`config.mk`:
```
export PLATFORM = sky130hd
export DESIGN_NAME = regfile_write_arbiter
export DESIGN_NICKNAME = d
export VERILOG_FILES = /design/src/rtl/regfile_pkg.sv /design/src/rtl/regfile_wr_prio.sv /design/src/rtl/regfile_write_arbiter.sv
export SDC_FILE = /design/constraint.sdc
export NUM_CORES = 1
export LEC_CHECK = 0
export BUFFER_PORTS_ARGS = -buffer_cell sky130_fd_sc_hd__buf_4
export CORE_UTILIZATION = 48
export CTS_BUF_LIST = sky130_fd_sc_hd__clkbuf_4 sky130_fd_sc_hd__clkbuf_8
export CTS_CLUSTER_DIAMETER = 120
export CTS_CLUSTER_SIZE = 30
export DETAILED_ROUTE_END_ITERATION = 8
export PLACE_DENSITY = 0.85
export SLEW_MARGIN = 25
export SYNTH_ARGS = -nofsm -noshare
export SYNTH_HDL_FRONTEND = slang
export SYNTH_SLANG_ARGS = --single-unit
```
`constraint.sdc`:
```
create_clock -name clk -period 1.9 [get_ports clk]
set_input_delay 0.38 -clock clk [delete_from_list [all_inputs] [get_ports clk]]
set_output_delay 0.38 -clock clk [all_outputs]
set_load 0.01 [all_outputs]
```
`src/rtl/regfile_pkg.sv`:
```
// Shared constants, burst FSM state type and small helpers for the register-file write arbiter.
// Optional build macro REGFILE_WR_RR_EN (round-robin ld/wb) is consumed by the other files.
package regfile_pkg;

    localparam int DATA_W = 16;
    localparam int RIDX_W = 4;
    localparam int NREG   = 8;

    localparam logic [2:0] QTR_FULL = 3'd4;

    typedef enum logic [2:0] {
        IDLE,
        NIB0,
        NIB1,
        NIB2,
        NIB3
    } state_t;

    function automatic logic reg_legal(input logic [RIDX_W-1:0] idx);
        return int'(idx) < NREG;
    endfunction

    // Nibble k of a word, placed in the low four bits with the rest zeroed.
    function automatic logic [DATA_W-1:0] nibble(input logic [DATA_W-1:0] data,
                                                 input logic [1:0]        k);
        return {{(DATA_W-4){1'b0}}, data[{k, 2'b00} +: 4]};
    endfunction

endpackage

```
`src/rtl/regfile_wr_prio.sv`:
```
// Three-way grant generator for the write port: ld and wb first, imm lowest.
// With REGFILE_WR_RR_EN defined, ld/wb alternate via a last-grant flop; otherwise ld > wb fixed.
module regfile_wr_prio (
`ifdef REGFILE_WR_RR_EN
    input  logic clk,
    input  logic rst,
`endif
    input  logic en,
    input  logic ld_req,
    input  logic wb_req,
    input  logic imm_req,
    output logic ld_gnt,
    output logic wb_gnt,
    output logic imm_gnt
);

    logic ld_first;

`ifdef REGFILE_WR_RR_EN
    // Reset value behaves as though wb was granted last, so ld wins the first contest.
    logic last_ld;

    always_ff @(posedge clk or posedge rst) begin
        if (rst) begin
            last_ld <= 1'b0;
        end else if (ld_gnt) begin
            last_ld <= 1'b1;
        end else if (wb_gnt) begin
            last_ld <= 1'b0;
        end
    end

    assign ld_first = !last_ld;
`else
    assign ld_first = 1'b1;
`endif

    always_comb begin
        ld_gnt  = 1'b0;
        wb_gnt  = 1'b0;
        imm_gnt = 1'b0;
        if (en) begin
            if (ld_req && (ld_first || !wb_req)) begin
                ld_gnt = 1'b1;
            end else if (wb_req) begin
                wb_gnt = 1'b1;
            end else if (imm_req) begin
                imm_gnt = 1'b1;
            end
        end
    end

endmodule

```
`src/rtl/regfile_write_arbiter.sv`:
```
// Owns the register file write port: single-cycle ld/wb writebacks and 4-nibble immediate bursts.
// Build option REGFILE_WR_RR_EN selects round-robin between ld and wb (see regfile_wr_prio).
module regfile_write_arbiter
    import regfile_pkg::*;
(
    input  logic              clk,
    input  logic              rst,
    input  logic              ld_valid,
    input  logic [RIDX_W-1:0] ld_reg,
    input  logic [DATA_W-1:0] ld_data,
    output logic              ld_ready,
    input  logic              wb_valid,
    input  logic [RIDX_W-1:0] wb_reg,
    input  logic [DATA_W-1:0] wb_data,
    output logic              wb_ready,
    input  logic              imm_valid,
    input  logic [RIDX_W-1:0] imm_reg,
    input  logic [DATA_W-1:0] imm_data,
    output logic              imm_ready,
    output logic              imm_done,
    output logic              rf_write,
    output logic [RIDX_W-1:0] rf_reg,
    output logic [DATA_W-1:0] rf_data,
    output logic [2:0]        rf_quarter,
    output logic [RIDX_W-1:0] busy_reg,
    output logic              busy,
    output logic              illegal_wr
);

    // Handshake: a request transfers in the cycle its valid and ready are both high; requesters
    // hold valid and payload stable until then. Readies are combinational from state and valids.

    state_t            state_q, state_d;
    logic [DATA_W-1:0] imm_data_q, imm_data_d;
    logic              rf_write_d, imm_done_d, busy_d, illegal_d;
    logic [RIDX_W-1:0] rf_reg_d, busy_reg_d;
    logic [DATA_W-1:0] rf_data_d;
    logic [2:0]        rf_quarter_d;

    logic              accept_en;
    logic              ld_gnt, wb_gnt, imm_gnt;
    logic [RIDX_W-1:0] single_reg;
    logic [DATA_W-1:0] single_data;

    // New requests are taken when idle or while the last nibble is on the port.
    assign accept_en = !rst && (state_q == IDLE || state_q == NIB3);

    regfile_wr_prio u_prio (
`ifdef REGFILE_WR_RR_EN
        .clk     (clk),
        .rst     (rst),
`endif
        .en      (accept_en),
        .ld_req  (ld_valid),
        .wb_req  (wb_valid),
        .imm_req (imm_valid),
        .ld_gnt  (ld_gnt),
        .wb_gnt  (wb_gnt),
        .imm_gnt (imm_gnt)
    );

    assign ld_ready  = ld_gnt;
    assign wb_ready  = wb_gnt;
    assign imm_ready = imm_gnt;

    assign single_reg  = ld_gnt ? ld_reg  : wb_reg;
    assign single_data = ld_gnt ? ld_data : wb_data;

    always_comb begin
        state_d      = state_q;
        imm_data_d   = imm_data_q;
        rf_write_d   = 1'b0;
        rf_reg_d     = rf_reg;
        rf_data_d    = rf_data;
        rf_quarter_d = rf_quarter;
        imm_done_d   = 1'b0;
        busy_d       = 1'b0;
        busy_reg_d   = busy_reg;
        illegal_d    = 1'b0;

        case (state_q)
            NIB0: begin
                state_d      = NIB1;
                rf_write_d   = 1'b1;
                rf_quarter_d = 3'd1;
                rf_data_d    = nibble(imm_data_q, 2'd1);
                busy_d       = 1'b1;
            end
            NIB1: begin
                state_d      = NIB2;
                rf_write_d   = 1'b1;
                rf_quarter_d = 3'd2;
                rf_data_d    = nibble(imm_data_q, 2'd2);
                busy_d       = 1'b1;
            end
            NIB2: begin
                state_d      = NIB3;
                rf_write_d   = 1'b1;
                rf_quarter_d = 3'd3;
                rf_data_d    = nibble(imm_data_q, 2'd3);
                busy_d       = 1'b1;
                imm_done_d   = 1'b1;
            end
            default: begin
                state_d = IDLE;
                if (ld_gnt || wb_gnt) begin
                    if (reg_legal(single_reg)) begin
                        rf_write_d   = 1'b1;
                        rf_reg_d     = single_reg;
                        rf_data_d    = single_data;
                        rf_quarter_d = QTR_FULL;
                    end else begin
                        illegal_d = 1'b1;
                    end
                end else if (imm_gnt) begin
                    // An illegal destination drops the whole burst; the FSM stays idle.
                    if (reg_legal(imm_reg)) begin
                        state_d      = NIB0;
                        imm_data_d   = imm_data;
                        busy_reg_d   = imm_reg;
                        busy_d       = 1'b1;
                        rf_write_d   = 1'b1;
                        rf_reg_d     = imm_reg;
                        rf_quarter_d = 3'd0;
                        rf_data_d    = nibble(imm_data, 2'd0);
                    end else begin
                        illegal_d = 1'b1;
                    end
                end
            end
        endcase
    end

    always_ff @(posedge clk or posedge rst) begin
        if (rst) begin
            state_q    <= IDLE;
            imm_data_q <= '0;
            rf_write   <= 1'b0;
            rf_reg     <= '0;
            rf_data    <= '0;
            rf_quarter <= 3'd0;
            imm_done   <= 1'b0;
            busy       <= 1'b0;
            busy_reg   <= '0;
            illegal_wr <= 1'b0;
        end else begin
            state_q    <= state_d;
            imm_data_q <= imm_data_d;
            rf_write   <= rf_write_d;
            rf_reg     <= rf_reg_d;
            rf_data    <= rf_data_d;
            rf_quarter <= rf_quarter_d;
            imm_done   <= imm_done_d;
            busy       <= busy_d;
            busy_reg   <= busy_reg_d;
            illegal_wr <= illegal_d;
        end
    end

endmodule

```
==> results.sh <==
export IMPL_rows=24
export IMPL_synth_async_sr_flop_share_pct=100
export IMPL_start_kind="flip-flop"
export IMPL_dpl_hpwl_mm=4.37
export IMPL_n_antenna_cell=0
export IMPL_dr_total_vias=1844
export IMPL_layout_cells_non_filler=338
export IMPL_ioPinCount=99
export IMPL_final_common_cell="buf_4"
export IMPL_start_util_pct=50.0
export IMPL_maxCapViolations=0
export IMPL_synth_fp_nets=239
export IMPL_crit_path_end_kind="primary output"
export IMPL_synth_cell_type_count=33
export IMPL_synth_seq_cells=46
export IMPL_regArea_um2=1150
export IMPL_synth_top_family_by_area="multiplexers"
export IMPL_grt_ovfl_total=0
export IMPL_final_nets=350
export IMPL_antenna_found_initial=0
export IMPL_yosysTopAreaCellShare_pct=52.5
export IMPL_seq_area_frac_synth_pct=52.5
export IMPL_crit_required_ns=1.52
export IMPL_fin_worst_skew_ns=0.00859
export IMPL_timing_final_crit_share_pct=96.2
export IMPL_cts_clk_slew_worst_paths_ns=0.09
export IMPL_tritoncts="yes"
export IMPL_critical_path_class="reg -> out"
export IMPL_r2r_end="rf_data[1]"
export IMPL_largest_reg_flops=16
export IMPL_synth_area_leader_cell="dfrtp_1"
export IMPL_multi_input_area_um2=940
export IMPL_vias_per_cell=5.46
export IMPL_coreArea_um2=4380
export IMPL_setup_viol=0
export IMPL_synth_xor_xnor_area_share_pct=0.400
export IMPL_cp_slowest_stage_delay_ns=0.41
export IMPL_numPortBuffers=98
export IMPL_gp_congestion=0.789
export IMPL_grt_max_degree=31
export IMPL_fp_dieW_um=69.6
export IMPL_synth_area_top_cells="dfrtp_1 (53%), mux2_2 (11%), mux2i_1 (8.7%), o2bb2ai_1 (5.2%), inv_1 (2.2%)"
export IMPL_crit_chain="nor3_4 -> buf_4 -> nand2_2 -> inv_1 -> buf_4"
export IMPL_r2r_slack_ns=0.10
export IMPL_firstDrtPassIters=4
export IMPL_dieArea_um2=4840
export IMPL_status="completed"
export IMPL_hp_class="in -> async"
export IMPL_dp_cells=325
export IMPL_netlist_area_um2=2190
export IMPL_synth_ff_type="dfrtp_1"
export IMPL_ant_nets=0
export IMPL_hold_viol_final=0
export IMPL_grt_pass1_wl_mm=9.34
export IMPL_wl_per_cell_um=16.4
export IMPL_timing_final_ws_setup_ns=0.0717
export IMPL_htree_levels=2
export IMPL_drtIter0Drc=88
export IMPL_vdd_drop_max_mv=0.682
export IMPL_max_freq_mhz=547
export IMPL_max_slew_margin_pct=70.2
export IMPL_mostFrequentLayoutCells="buf_4 (111), dfrtp_1 (45), mux2_2 (22)"
export IMPL_p_leak_uw=0.00168
export IMPL_r2r_cells=5
export IMPL_r2r_start="state_q[1]"
export IMPL_track_usage_pct=24.9
export IMPL_crit_slowest_cell="dfrtp_1"
export IMPL_crit_top_cell="buf_4"
export IMPL_fill_cells=321
export IMPL_synth_avg_cell_area_um2=12.6
export IMPL_root_buffer="clkbuf_8"
export IMPL_synth_mux_area_share_pct=20.5
export IMPL_drive_above_1_share_pct=54.2
export IMPL_synth_compound_area_share_pct=15.3
export IMPL_postSynthCellCount=174
export IMPL_yosys_warnings=0
export IMPL_clkLatencyLatePin_ns=0.31
export IMPL_synth_edff_count=0
export IMPL_crit_path_start="state_q[1]"
export IMPL_cts_made_buffers=5
export IMPL_powerDensity_nw_per_um2=1290
export IMPL_grt_pass1_vias=1940
export IMPL_die_h_um=69.6
export IMPL_synthAdderAreaFrac_pct=0
export IMPL_clockBufferDepth=2
export IMPL_place_ws_ns=0.145
export IMPL_worst_pin_slew_ns=0.446
export IMPL_routed_wirelength_mm=5.55
export IMPL_clock_sinks=46
export IMPL_synth_simple_area_share_pct=6.39
export IMPL_slew_violations=0
export IMPL_cp_max_fo=6
export IMPL_crit_end="ld_ready"
export IMPL_post_route_min_period_ns=1.83
export IMPL_synthToLayoutAreaGrowth_pct=45.7
export IMPL_drc=0
export IMPL_arrival_ns=1.45
-- where the power goes --
group | switching, uW | internal [uW]
clock network | 341 | 265
logic | 855 | 1030
registers | 239 | 1370
total | 1440 | 2670
-- logic make-up (layout without fill, tap and decap cells) --
family                 count (synthesis)  in the layout
AO/OA/AOI/OAI                         42             42
XOR/XNOR                               1              1
buffers and inverters                 23            135
flip-flops                            46             46
multiplexers                          42             42
AND/OR/NAND/NOR                       20             20
-- how the worst min path moves through the flow --
stage / start / endpoint / slack (ns) / cells after the start
6_report: rst / busy / 0.08 / 2
5_1_grt: rst / busy / 0.10 / 2
4_1_cts: rst / imm_data_q[12] / 0.08 / 2
3_5_place_dp: rst / busy / 0.42 / 2
3_3_place_gp: rst / imm_data_q[12] / 0.41 / 2
2_1_floorplan: imm_data_q[4] / imm_data_q[4] / 0.46 / 1
-- per-layer routing --
layer  vias to the layer above  global-route usage (%)  routed length, um
li1                        869                       -                  -
met1                       893                    28.8               2220
met2                        74                    44.8               2960
met3                         8                    6.69                303
met4                         0                    7.48                 66
met5                         -                       0                  0
-- layout make-up --
cell class	count	area share, %
clock buffer	5	2.16
timing repair buffer	114	28.0
sequential	46	36.1
tap	52	2.04
inverter	13	1.53
multi-input combinational	105	29.4
clock inverter	3	0.784
-- cells in the mapped netlist, types with 3 or more instances --
| cell type | n |
|---|---|
| o22ai_1 | 3 |
| dfrtp_1 | 46 |
| o221ai_1 | 4 |
| buf_2 | 5 |
| nor2b_1 | 3 |
| o211ai_1 | 4 |
| a22oi_1 | 4 |
| mux2i_1 | 19 |
| a31oi_1 | 4 |
| nor2_1 | 6 |
| inv_1 | 13 |
| mux2_2 | 22 |
| o2bb2ai_1 | 13 |
-- worst max-delay path, delay by kind of cell (launching register included) --
kind	cells	cell delay [ns]
DFF	1	0.41
and+or+nand+nor	2	0.36
buffers and inverters	3	0.36
-- stage by stage --
stage          hold WS, ns  total power, uW  TNS, ns  instance area (um^2)  util (%)
2_1_floorplan        0.459             2640        0                  2190         -
3_3_place_gp         0.409             3370        0                  3060      69.8
3_5_place_dp         0.417             3450        0                  3060      69.8
4_1_cts             0.0827             4100        0                  3170      72.3
5_1_grt              0.103             4370  -0.0130                  3190      72.8
6_report            0.0789             4110        0                  3190      72.8
-- timing repair --
action,in CTS,in global routing
pin swaps,1,1
hold buffers,0,0
setup buffers,2,3
setup endpoints to repair,2,2
gates resized for setup,0,1
Note: power is estimated with default switching activity, not from simulation.
